[config.mk]
export PLATFORM = sky130hd
export DESIGN_NAME = udp_tx_scheduler
export DESIGN_NICKNAME = d
export VERILOG_FILES = /design/src/rtl/udp_sched_pkg.sv /design/src/rtl/rr_arbiter.sv /design/src/rtl/udp_tx_scheduler.sv
export SDC_FILE = /design/constraint.sdc
export NUM_CORES = 1
export LEC_CHECK = 0
export CELL_PAD_IN_SITES_DETAIL_PLACEMENT = 0
export CELL_PAD_IN_SITES_GLOBAL_PLACEMENT = 2
export CORE_AREA = 5 5 273 275
export CTS_CLUSTER_SIZE = 10
export DETAILED_ROUTE_END_ITERATION = 10
export DIE_AREA = 0 0 278 280
export MAX_ROUTING_LAYER = met4
export PLACE_DENSITY = 0.57
export SLEW_MARGIN = 20
export SYNTH_ARGS = -nofsm -noshare
export SYNTH_HDL_FRONTEND = slang
export SYNTH_HIERARCHICAL = 1
export SYNTH_SLANG_ARGS = --single-unit
[constraint.sdc]
create_clock -name clk -period 3.3 [get_ports clk]
set_clock_uncertainty 0.2 [all_clocks]
set_input_delay 0.66 -clock clk [delete_from_list [all_inputs] [get_ports clk]]
set_output_delay 0.66 -clock clk [all_outputs]
set_load 0.01 [all_outputs]
[src/rtl/udp_sched_pkg.sv]
// rtl/udp_sched_pkg.sv - shared types and round-robin pick for the UDP TX scheduler
package udp_sched_pkg;

  typedef enum logic [1:0] {
    IDLE      = 2'd0,
    ISSUE     = 2'd1,
    WAIT_DONE = 2'd2,
    GAP       = 2'd3
  } sched_state_e;

  localparam int RR_MAX_CH = 8;

  typedef struct packed {
    logic       found;
    logic [2:0] idx;
  } rr_pick_t;

  // First set bit of valid at or after ptr, wrapping within the lowest n channels.
  function automatic rr_pick_t rr_pick(input logic [RR_MAX_CH-1:0] valid,
                                       input logic [2:0] ptr,
                                       input int n);
    rr_pick_t r;
    int       j;
    r = '0;
    for (int i = 0; i < RR_MAX_CH; i++) begin
      j = int'(ptr) + i;
      if (j >= n) j = j - n;
      if ((i < n) && !r.found && valid[j[2:0]]) begin
        r.found = 1'b1;
        r.idx   = j[2:0];
      end
    end
    return r;
  endfunction

endpackage

[src/rtl/rr_arbiter.sv]
// rtl/rr_arbiter.sv - round-robin arbiter: combinational pick, registered pointer
module rr_arbiter
  import udp_sched_pkg::*;
#(
  parameter  int NUM_CH = 4,
  localparam int IDX_W  = (NUM_CH > 1) ? $clog2(NUM_CH) : 1
) (
  input  logic              clk,
  input  logic              rstn,
  input  logic [NUM_CH-1:0] i_valid,
  input  logic              i_advance,
  output logic              o_found,
  output logic [IDX_W-1:0]  o_grant
);

  logic [IDX_W-1:0]     r_ptr;
  logic [RR_MAX_CH-1:0] w_valid8;
  logic [2:0]           w_ptr3;
  rr_pick_t             w_pick;

  always_comb begin
    w_valid8              = '0;
    w_valid8[NUM_CH-1:0]  = i_valid;
    w_ptr3                = '0;
    w_ptr3[IDX_W-1:0]     = r_ptr;
  end

  assign w_pick  = rr_pick(w_valid8, w_ptr3, NUM_CH);
  assign o_found = w_pick.found;
  assign o_grant = w_pick.idx[IDX_W-1:0];

  // The granted channel drops to lowest priority for the next round.
  always_ff @(posedge clk or negedge rstn) begin
    if (!rstn) begin
      r_ptr <= '0;
    end else if (i_advance && w_pick.found) begin
      r_ptr <= (o_grant == IDX_W'(NUM_CH - 1)) ? '0 : o_grant + 1'b1;
    end
  end

endmodule

[src/rtl/udp_tx_scheduler.sv]
// rtl/udp_tx_scheduler.sv - round-robin sharing of one UDP transmitter among NUM_CH requesters
module udp_tx_scheduler
  import udp_sched_pkg::*;
#(
  parameter  int          NUM_CH       = 4,
  parameter  int          DATA_BYTES   = 16,
  parameter  logic [15:0] BASE_PORT    = 16'h1000,
  parameter  int          GAP_CYCLES   = 32,
  parameter  int          BUSY_TIMEOUT = 64,
  localparam int          IDX_W        = $clog2(NUM_CH),
  localparam int          DW           = 8 * DATA_BYTES
) (
  input  logic              clk,
  input  logic              rstn,
  input  logic [NUM_CH-1:0] req_valid,
  input  logic [DW-1:0]     req_data [NUM_CH],
  output logic [NUM_CH-1:0] req_ack,
  input  logic              tx_ready,
  output logic              tx_send,
  output logic [DW-1:0]     tx_data,
  output logic [15:0]       tx_dest_port,
  output logic [IDX_W-1:0]  grant_id,
  output logic              busy,
  output logic              err_timeout,
  output logic [31:0]       pkt_count
);

  localparam logic [15:0] GAP_LAST  = 16'(GAP_CYCLES - 1);
  localparam logic [15:0] BUSY_LAST = 16'(BUSY_TIMEOUT - 1);

  sched_state_e      r_state;
  sched_state_e      w_state_nxt;
  logic [15:0]       r_cnt;
  logic [NUM_CH-1:0] r_ack;
  logic              r_tx_send;
  logic [DW-1:0]     r_tx_data;
  logic [15:0]       r_port;
  logic [IDX_W-1:0]  r_grant;
  logic              r_err;
  logic [31:0]       r_pkt;

  logic              w_found;
  logic [IDX_W-1:0]  w_grant;
  logic              w_grant_en;
  logic              w_timeout;
  logic              w_done;
  logic              w_cnt_clr;
  logic              w_cnt_inc;

  rr_arbiter #(
    .NUM_CH (NUM_CH)
  ) u_arb (
    .clk       (clk),
    .rstn      (rstn),
    .i_valid   (req_valid),
    .i_advance (w_grant_en),
    .o_found   (w_found),
    .o_grant   (w_grant)
  );

  always_ff @(posedge clk or negedge rstn) begin
    if (!rstn) r_state <= IDLE;
    else       r_state <= w_state_nxt;
  end

  // One counter serves both the ISSUE timeout and the GAP length.
  always_comb begin
    w_state_nxt = r_state;
    w_grant_en  = 1'b0;
    w_timeout   = 1'b0;
    w_done      = 1'b0;
    w_cnt_clr   = 1'b0;
    w_cnt_inc   = 1'b0;
    case (r_state)
      IDLE: begin
        if (tx_ready && w_found) begin
          w_grant_en  = 1'b1;
          w_cnt_clr   = 1'b1;
          w_state_nxt = ISSUE;
        end
      end
      ISSUE: begin
        if (!tx_ready) begin
          w_state_nxt = WAIT_DONE;
        end else if (r_cnt == BUSY_LAST) begin
          w_timeout   = 1'b1;
          w_cnt_clr   = 1'b1;
          w_state_nxt = GAP;
        end else begin
          w_cnt_inc   = 1'b1;
        end
      end
      WAIT_DONE: begin
        if (tx_ready) begin
          w_done      = 1'b1;
          w_cnt_clr   = 1'b1;
          w_state_nxt = GAP;
        end
      end
      GAP: begin
        if (r_cnt == GAP_LAST) w_state_nxt = IDLE;
        else                   w_cnt_inc   = 1'b1;
      end
      default: w_state_nxt = IDLE;
    endcase
  end

  always_ff @(posedge clk or negedge rstn) begin
    if (!rstn) begin
      r_cnt     <= '0;
      r_ack     <= '0;
      r_tx_send <= 1'b0;
      r_tx_data <= '0;
      r_port    <= BASE_PORT;
      r_grant   <= '0;
      r_err     <= 1'b0;
      r_pkt     <= '0;
    end else begin
      if (w_cnt_clr)      r_cnt <= '0;
      else if (w_cnt_inc) r_cnt <= r_cnt + 16'd1;

      r_ack <= '0;
      r_err <= w_timeout;
      if (w_done) r_pkt <= r_pkt + 32'd1;

      if (w_grant_en) begin
        r_ack[w_grant] <= 1'b1;
        r_tx_send      <= 1'b1;
        r_tx_data      <= req_data[w_grant];
        r_port         <= BASE_PORT + 16'(w_grant);
        r_grant        <= w_grant;
      end else if (r_state == ISSUE && w_state_nxt != ISSUE) begin
        r_tx_send      <= 1'b0;
      end
    end
  end

  assign req_ack      = r_ack;
  assign tx_send      = r_tx_send;
  assign tx_data      = r_tx_data;
  assign tx_dest_port = r_port;
  assign grant_id     = r_grant;
  assign busy         = (r_state != IDLE);
  assign err_timeout  = r_err;
  assign pkt_count    = r_pkt;

endmodule

Word-level counts from Yosys, hierarchy flattened
Cells that the tools add are included.
{ "word_totals": {"regBits": 204, "output_inout_bits": 185} }
{ "op_classes": {"n_mux": 45, "magnitude_cmp": 11, "n_bitwise": 1, "n_reduce_logical": 14, "eq_ne": 7, "addsub": 11} }
{ "ops": {"columns": ["operator", "n"], "rows": [
  ["128-bit binary-select mux with 2-bit select", 1],
  ["128-bit 2-to-1 mux", 2],
  ["32-bit by 4-bit >= comparator with 1-bit output (second input constant)", 3],
  ["32-bit by 1-bit adder with 32-bit output (second input constant)", 1],
  ["16-bit 2-to-1 mux", 2],
  ["4-bit 2-to-1 mux", 5],
  ["1-bit 2-to-1 mux", 17],
  ["16-bit by 1-bit adder with 16-bit output (second input constant)", 1],
  ["16-bit by 5-bit equality test with 1-bit output (second input constant)", 1],
  ["16-bit by 6-bit equality test with 1-bit output (second input constant)", 1],
  ["3-bit by 4-bit less-than comparator with 1-bit output (second input constant)", 4],
  ["13-bit by 2-bit adder with 14-bit output (first input constant)", 1],
  ["1-bit binary-select mux with 3-bit select", 4],
  ["2-bit 2-to-1 mux", 6],
  ["3-bit 2-to-1 mux", 4],
  ["3-bit subtractor (second input constant)", 3],
  ["2-bit one-hot mux with 4 select lines", 1],
  ["1-bit logical AND", 7],
  ["2-bit by 2-bit adder with 3-bit output (second input constant)", 2],
  ["2-bit equality test (second input constant)", 3],
  ["2-bit nonzero test", 3],
  ["2-bit by 1-bit adder with 3-bit output (second input constant)", 1],
  ["2-bit by 3-bit >= comparator with 1-bit output (second input constant)", 1],
  ["3-bit >= comparator (second input constant)", 1],
  ["other kinds (12)", 14]
]} }

Longest topological paths before layout
Gate-level depths: netlist of the first run.
{ "logic_depth": {"depth_word": 21, "depth_mapped": 9} }

By module
Netlist of the first run, hierarchy kept.
{ "modules_own_cells": {"columns": ["mod", "n_inst", "area_each_um2", "cells_each"], "rows": [
  ["udp_tx_scheduler", 1, 10744.1, 708],
  ["rr_arbiter", 1, 180.2, 21]
]} }

Least setup slack after synthesis of the first run
OpenSTA, ideal clock, no wires.
{ "synth_timing": {"path_kind": "input-to-reg", "startpoint": "input port req_valid[2]", "endpoint": "register r_tx_data[10], in the netlist tx_data[10]", "setup_ps": 125, "required_ps": 2975, "cell_stages": 7, "arrival_time_ps": 2501, "setup_slack_ps": 474, "cell_sequence": "or4_4 -> and2_2 -> buf_2 -> buf_6 -> buf_6 -> mux4_2 -> mux2_2"} }
{ "synth_via": {"elab_chain_len": 16} }
{ "synth_lines": {"columns": ["item", "line_no", "rtl"], "rows": [
  ["from (decl)", "udp_tx_scheduler.sv:15", "input logic [NUM_CH-1:0] req_valid,"],
  ["1-bit binary-select mux with 3-bit select", "udp_sched_pkg.sv:28", "if ((i < n) && !r.found && valid[j[2:0]]) begin"],
  ["1-bit 2-to-1 mux (implied by the code)", "udp_sched_pkg.sv:28", null],
  ["4-bit 2-to-1 mux", "udp_sched_pkg.sv:28", null],
  ["1-bit logical NOT", "udp_sched_pkg.sv:28", null],
  ["1-bit logical AND", "udp_sched_pkg.sv:28", null],
  ["4-bit 2-to-1 mux", "udp_sched_pkg.sv:28", null],
  ["1-bit logical NOT", "udp_sched_pkg.sv:28", null],
  ["1-bit logical AND", "udp_sched_pkg.sv:28", null],
  ["4-bit 2-to-1 mux", "udp_sched_pkg.sv:28", null],
  ["1-bit logical NOT", "udp_sched_pkg.sv:28", null],
  ["1-bit logical AND", "udp_sched_pkg.sv:28", null],
  ["4-bit 2-to-1 mux *", "udp_sched_pkg.sv:28", null],
  ["named net w_grant[0]", "udp_tx_scheduler.sv:43", "logic [IDX_W-1:0] w_grant;"],
  ["2-bit NOT with 3-bit output (implied by the code) *", "udp_tx_scheduler.sv:129", "r_tx_data <= req_data[w_grant];"],
  ["128-bit binary-select mux with 2-bit select *", "udp_tx_scheduler.sv:129", null],
  ["128-bit 2-to-1 mux (implied by the code) * (2 in a row)", "udp_tx_scheduler.sv:129", null],
  ["to (signal assigned)", "udp_tx_scheduler.sv:129", null],
  ["to (decl)", "udp_tx_scheduler.sv:36", "logic [DW-1:0] r_tx_data;"]
]} }
The timed path passes the listed nets; every way through them passes the cells marked *. The select of a mux whose other input is x is not followed.
A chain may end at the register's enable or synchronous reset.

Worst setup path in the final report of the first run
{ "layout_timing": {"startpoint": "input port req_valid[1]", "endpoint": "register r_tx_data[44], in the netlist tx_data[44]"} }
Same word-level chain as after synthesis.

==> results of run 1 <==
==> layer usage <==
metal | vias up | wire length [microns] | global-route usage
li1 | 4263 | - | -
met1 | 4854 | 23900 | 0.174
met2 | 444 | 30900 | 0.268
met3 | 54 | 4500 | 0.0568
met4 | 0 | 1770 | 0.0491
met5 | - | 0 | -
==> worst min-delay path by stage <==
| stage | cells after the start | slack (ns) | endpoint |
|---|---|---|---|
| 2_1_floorplan | 0 | 0.16 | err_timeout$_DFF_PN0_ |
| 3_3_place_gp | 1 | 0.26 | pkt_count[31]$_DFFE_PN0P_ |
| 3_5_place_dp | 1 | 0.26 | pkt_count[31]$_DFFE_PN0P_ |
| 4_1_cts | 1 | 0.28 | pkt_count[31]$_DFFE_PN0P_ |
| 5_1_grt | 1 | 0.30 | pkt_count[31]$_DFFE_PN0P_ |
| 6_report | 1 | 0.27 | pkt_count[31]$_DFFE_PN0P_ |
==> state kept, by name (all words and copies together) (netlist names) <==
signal and cells:
tx_send 1, r_cnt 16, req_ack 4, tx_dest_port 2
tx_data 128, r_state 2, u_arb/r_ptr 2, pkt_count 32
err_timeout 1
==> cells in the mapped netlist, types with 6 or more instances <==
master / count
sky130_fd_sc_hd__inv_1: 9
sky130_fd_sc_hd__nor2_1: 32
sky130_fd_sc_hd__xor2_1: 16
sky130_fd_sc_hd__nand2_1: 25
sky130_fd_sc_hd__mux4_2: 128
sky130_fd_sc_hd__a21oi_1: 6
sky130_fd_sc_hd__xnor2_1: 24
sky130_fd_sc_hd__buf_4: 23
sky130_fd_sc_hd__dfrtp_1: 188
sky130_fd_sc_hd__o21ai_0: 9
sky130_fd_sc_hd__buf_2: 24
sky130_fd_sc_hd__nand4_1: 14
sky130_fd_sc_hd__clkbuf_1: 8
sky130_fd_sc_hd__and4_1: 6
sky130_fd_sc_hd__buf_6: 10
sky130_fd_sc_hd__mux2_2: 129
sky130_fd_sc_hd__nand3_1: 18
==> power by group through the flow <==
stage / combinational, mW / sequential (mW) / clock (mW)
5_1_grt: 7.62 / 3.93 / 2.50
6_report: 7.17 / 3.78 / 2.28
2_1_floorplan: 3.08 / 3.99 / 0
3_3_place_gp: 7.31 / 3.83 / 0
3_5_place_dp: 7.34 / 3.84 / 0
4_1_cts: 7.38 / 3.82 / 2.42
==> final cells by class <==
type,count,area (sq um)
antenna,21,52.6
fill,7416,52100
timing repair buffer,748,7610
clock inverter,12,159
clock buffer,19,443
sequential,188,4700
tap,959,1200
multi-input combinational,478,5810
inverter,9,33.8
==> worst reg2reg max path, stage by stage (launching register included) <==
cell and delay (ns):
sky130_fd_sc_hd__dfrtp_1 0.45, sky130_fd_sc_hd__nand2_1 0.08, sky130_fd_sc_hd__o21ai_0 0.07, sky130_fd_sc_hd__a221oi_1 0.39, sky130_fd_sc_hd__and2_4 0.25, sky130_fd_sc_hd__buf_12 0.18, sky130_fd_sc_hd__buf_12 0.24, sky130_fd_sc_hd__mux4_2 0.52
sky130_fd_sc_hd__mux2_2 0.28
==> logic make-up (layout without fill, tap and decap cells) <==
| logic type | count (synthesis) | count (layout) | share of synthesized area |
|---|---|---|---|
| fa+ha+maj | 3 | 3 | 0.00344 |
| mux | 261 | 261 | 0.401 |
| flops | 188 | 188 | 0.431 |
| other cells | 2 | 35 | 0.000687 |
| simple gates | 134 | 134 | 0.0723 |
| buf+inv | 75 | 788 | 0.0433 |
| compound gates | 26 | 26 | 0.0166 |
| xor+xnor | 40 | 40 | 0.0321 |
==> cells in the final DEF (no fill, tap or decap), drive strengths merged, types with 14 or more instances in the layout <==
cell,n
mux4,128
clkbuf,19
nand4,15
nand3,20
nand2,28
dfrtp,188
xnor2,24
nor2,32
diode,21
conb,14
clkdlybuf4s50,688
xor2,16
buf,59
mux2,130
==> metrics by stage <==
step | hold WS (ns) | setup WS, ns
global route | 0.297 | 0.214
CTS | 0.275 | 0.364
global placement | 0.260 | -0.198
floorplan | 0.164 | 0.474
finish | 0.270 | 0.324
detailed placement | 0.260 | -0.182
==> timing repair <==
action,in CTS,in global routing
hold endpoints to repair,51,0
endpoints found under the setup margin,0,0
hold buffers,1,0
==> results by group, run 1 <==
Power and ir drop
  – Largest voltage drop on the vdd net: 357 uV
  – Total power density per cell area: 662 mW/mm^2
  – Clock network fraction of total power: 0.172
  – Logic pwr share: 0.542
  – Standby leakage power: 7.62 nW
  – Int Power: 8.69 mW
  – Sw frac: 0.344
  – Tot Pwr: 13.2 mW
  – Sequential power share: 0.286
  – Net switching power of the design: 4.55 mW

Timing
  – Sum of negative setup slack: 0 ns
  – Share of the cycle needed by the critical path after routing: 0.902
  – RSZ-0062 raised after global routing: false
  – Highest attainable clock frequency: 0.336 GHz
  – Total count of max-transition violations in the final report: 0
  – Worst-Margin Slew: 0.563 ns
  – Final setup violation count: 0
  – Number of hold violations in the final report: 0
  – Max-Slew Margin vs Limit: 0.625
  – Time the final worst path needs with I/O delays and setup: 2.98 ns

Clock tree
  – Root buffer cell: sky130_fd_sc_hd__clkbuf_16
  – Sinks on the clock net: 188
  – Cells resized by post-CTS repair: 0
  – Clock tree from TritonCTS: yes
  – Htree depth: 4
  – Clock tree buffer depth: 2
  – Number of buffers added for setup after CTS: 0
  – Source-to-sink clock delay at the later pin of the worst-skew pair: 0.48 ns
  – Clock slew at the register clock pins of the worst setup and hold paths: 0.08 ns
  – Clock buffers created by TritonCTS: 17

Routing
  – DRC violation total after the first TritonRoute iteration: 434
  – Via density per instance: 3.95
  – Average wire per standard cell: 25.1 microns
  – Post-detailed-routing wire length: 61000 microns
  – Total number of vias: 9615
  – Final routed DRC violation total: 0
  – Pre-Repair DR Iteration Count: 4
  – Antenna Nets Post-Route: 0

Setup path
  – Classification of the worst setup path: primary input to register
  – CP Cell Sequence: clkdlybuf4s50_1, o21ai_0, a221oi_1, and2_4, buf_12, buf_12, mux4_2, mux2_2
  – CP endpoint: tx_data[44]$_DFFE_PN0P_
  – Delay-heaviest family, CP: buffers and inverters
  – Path depth of the worst reg2reg path: 8
  – CP arrival: 3.14 ns
  – Number of stages on the worst setup path: 8
  – Setup slack of the worst register-to-register path: 0.54 ns
  – Kind of end point of the critical path: register
  – Critical Path RT: 3.47 ns
  – RR Startpoint: u_arb/r_ptr[1]$_DFFE_PN0P_
  – Max FO, Critical Path: 13
  – Critical-path top delay cell: sky130_fd_sc_hd__clkdlybuf4s50_1
  – CP bufs+invs: 3
  – Most frequent CP cell: sky130_fd_sc_hd__buf_12
  – Reg2Reg Capture Point: tx_data[44]$_DFFE_PN0P_
  – Worst stage delay on the critical path: 0.54 ns
  – Launching element type of the critical path: primary input
  – Worst setup path start: req_valid[1]

Synth
  – Asr flop ratio synth: 1.00
  – Biggest area contributors in the synthesized netlist: sky130_fd_sc_hd__dfrtp_1 (43%), sky130_fd_sc_hd__mux4_2 (26%), sky130_fd_sc_hd__mux2_2 (13%), sky130_fd_sc_hd__xnor2_1 (1.9%), sky130_fd_sc_hd__buf_4 (1.6%)
  – Post-synth EDFFs: 0
  – Most area-hungry cell type in the Yosys netlist: sky130_fd_sc_hd__dfrtp_1
  – Yosys reg bits: 188
  – Sequential-to-total area share from yosys stat: 0.431
  – Cell area after technology mapping: 0.0109 sq mm
  – Most used DFF post-synth: sky130_fd_sc_hd__dfrtp_1
  – Number of different library cells in the post-synthesis netlist: 49
  – Synthesized area per cell: 15.0 sq um
  – Share of Yosys cell area claimed by the top area cell type: 0.431
  – Yosys warnings: 6
  – Number of standard cells after synthesis: 729

Global routing
  – Global router's overall resource usage: 0.158
  – Vias in the first global route: 10700
  – Largest net degree at the start of global routing: 56
  – Number of antenna violations at the first check in global routing: 25
  – Global route total overflow: 0
  – Global-route wire length before repair: 84700 microns

Outcome
  – Run status: finished, final reports clean

Finish
  – Post-layout net count: 1964
  – Fraction of layout cells with a size suffix above 1: 0.251
  – Layout overhead on the synthesized area: 83.2%
  – Post-route cell area: 0.0200 sq mm
  – Utilization of the core after routing: 0.278
  – Number of standard cells in the final layout excluding fillers: 2434

Placement
  – Total of buffers placed on input and output ports: 689
  – Placement-stage cell area: 0.0193 sq mm
  – Routability-driven placement congestion ratio: 0.871
  – Number of cells after detailed placement: 2381
  – Post-detail-place hpwl: 50800 microns

Min path
  – Hold Crit Start: pkt_count[31]$_DFFE_PN0P_
  – Worst hold-check path type: register to register

Floorplan
  – IO Count: 704
  – Core Box Area: 0.0721 sq mm
  – Row cnt: 99
  – DIE AREA: 0.0778 sq mm
  – Die width: 278 microns
  – Die Ht: 280 microns
  – Initial core utilization: 0.152

Flow run
  – Reported max-cap violation count: 0
No activity file was read; power rests on OpenSTA's default activity.
==> inputs of run 2 (changes only) <==
--- a/config.mk
+++ b/config.mk
@@ -10,3 +10,3 @@
 export CORE_AREA = 5 5 273 275
-export CTS_CLUSTER_SIZE = 10
+export CTS_CLUSTER_SIZE = 28
 export DETAILED_ROUTE_END_ITERATION = 10
--- a/constraint.sdc
+++ b/constraint.sdc
@@ -4,2 +4,2 @@
 set_output_delay 0.66 -clock clk [all_outputs]
-set_load 0.01 [all_outputs]
+set_load 0.005 [all_outputs]
==> results of run 2 <==
The final DEF is identical to that of run 1. Status: finished, final reports clean.
Among the figures that moved: total power 13.2 mW -> 12.9 mW; worst IR drop on VDD 357 uV -> 356 uV
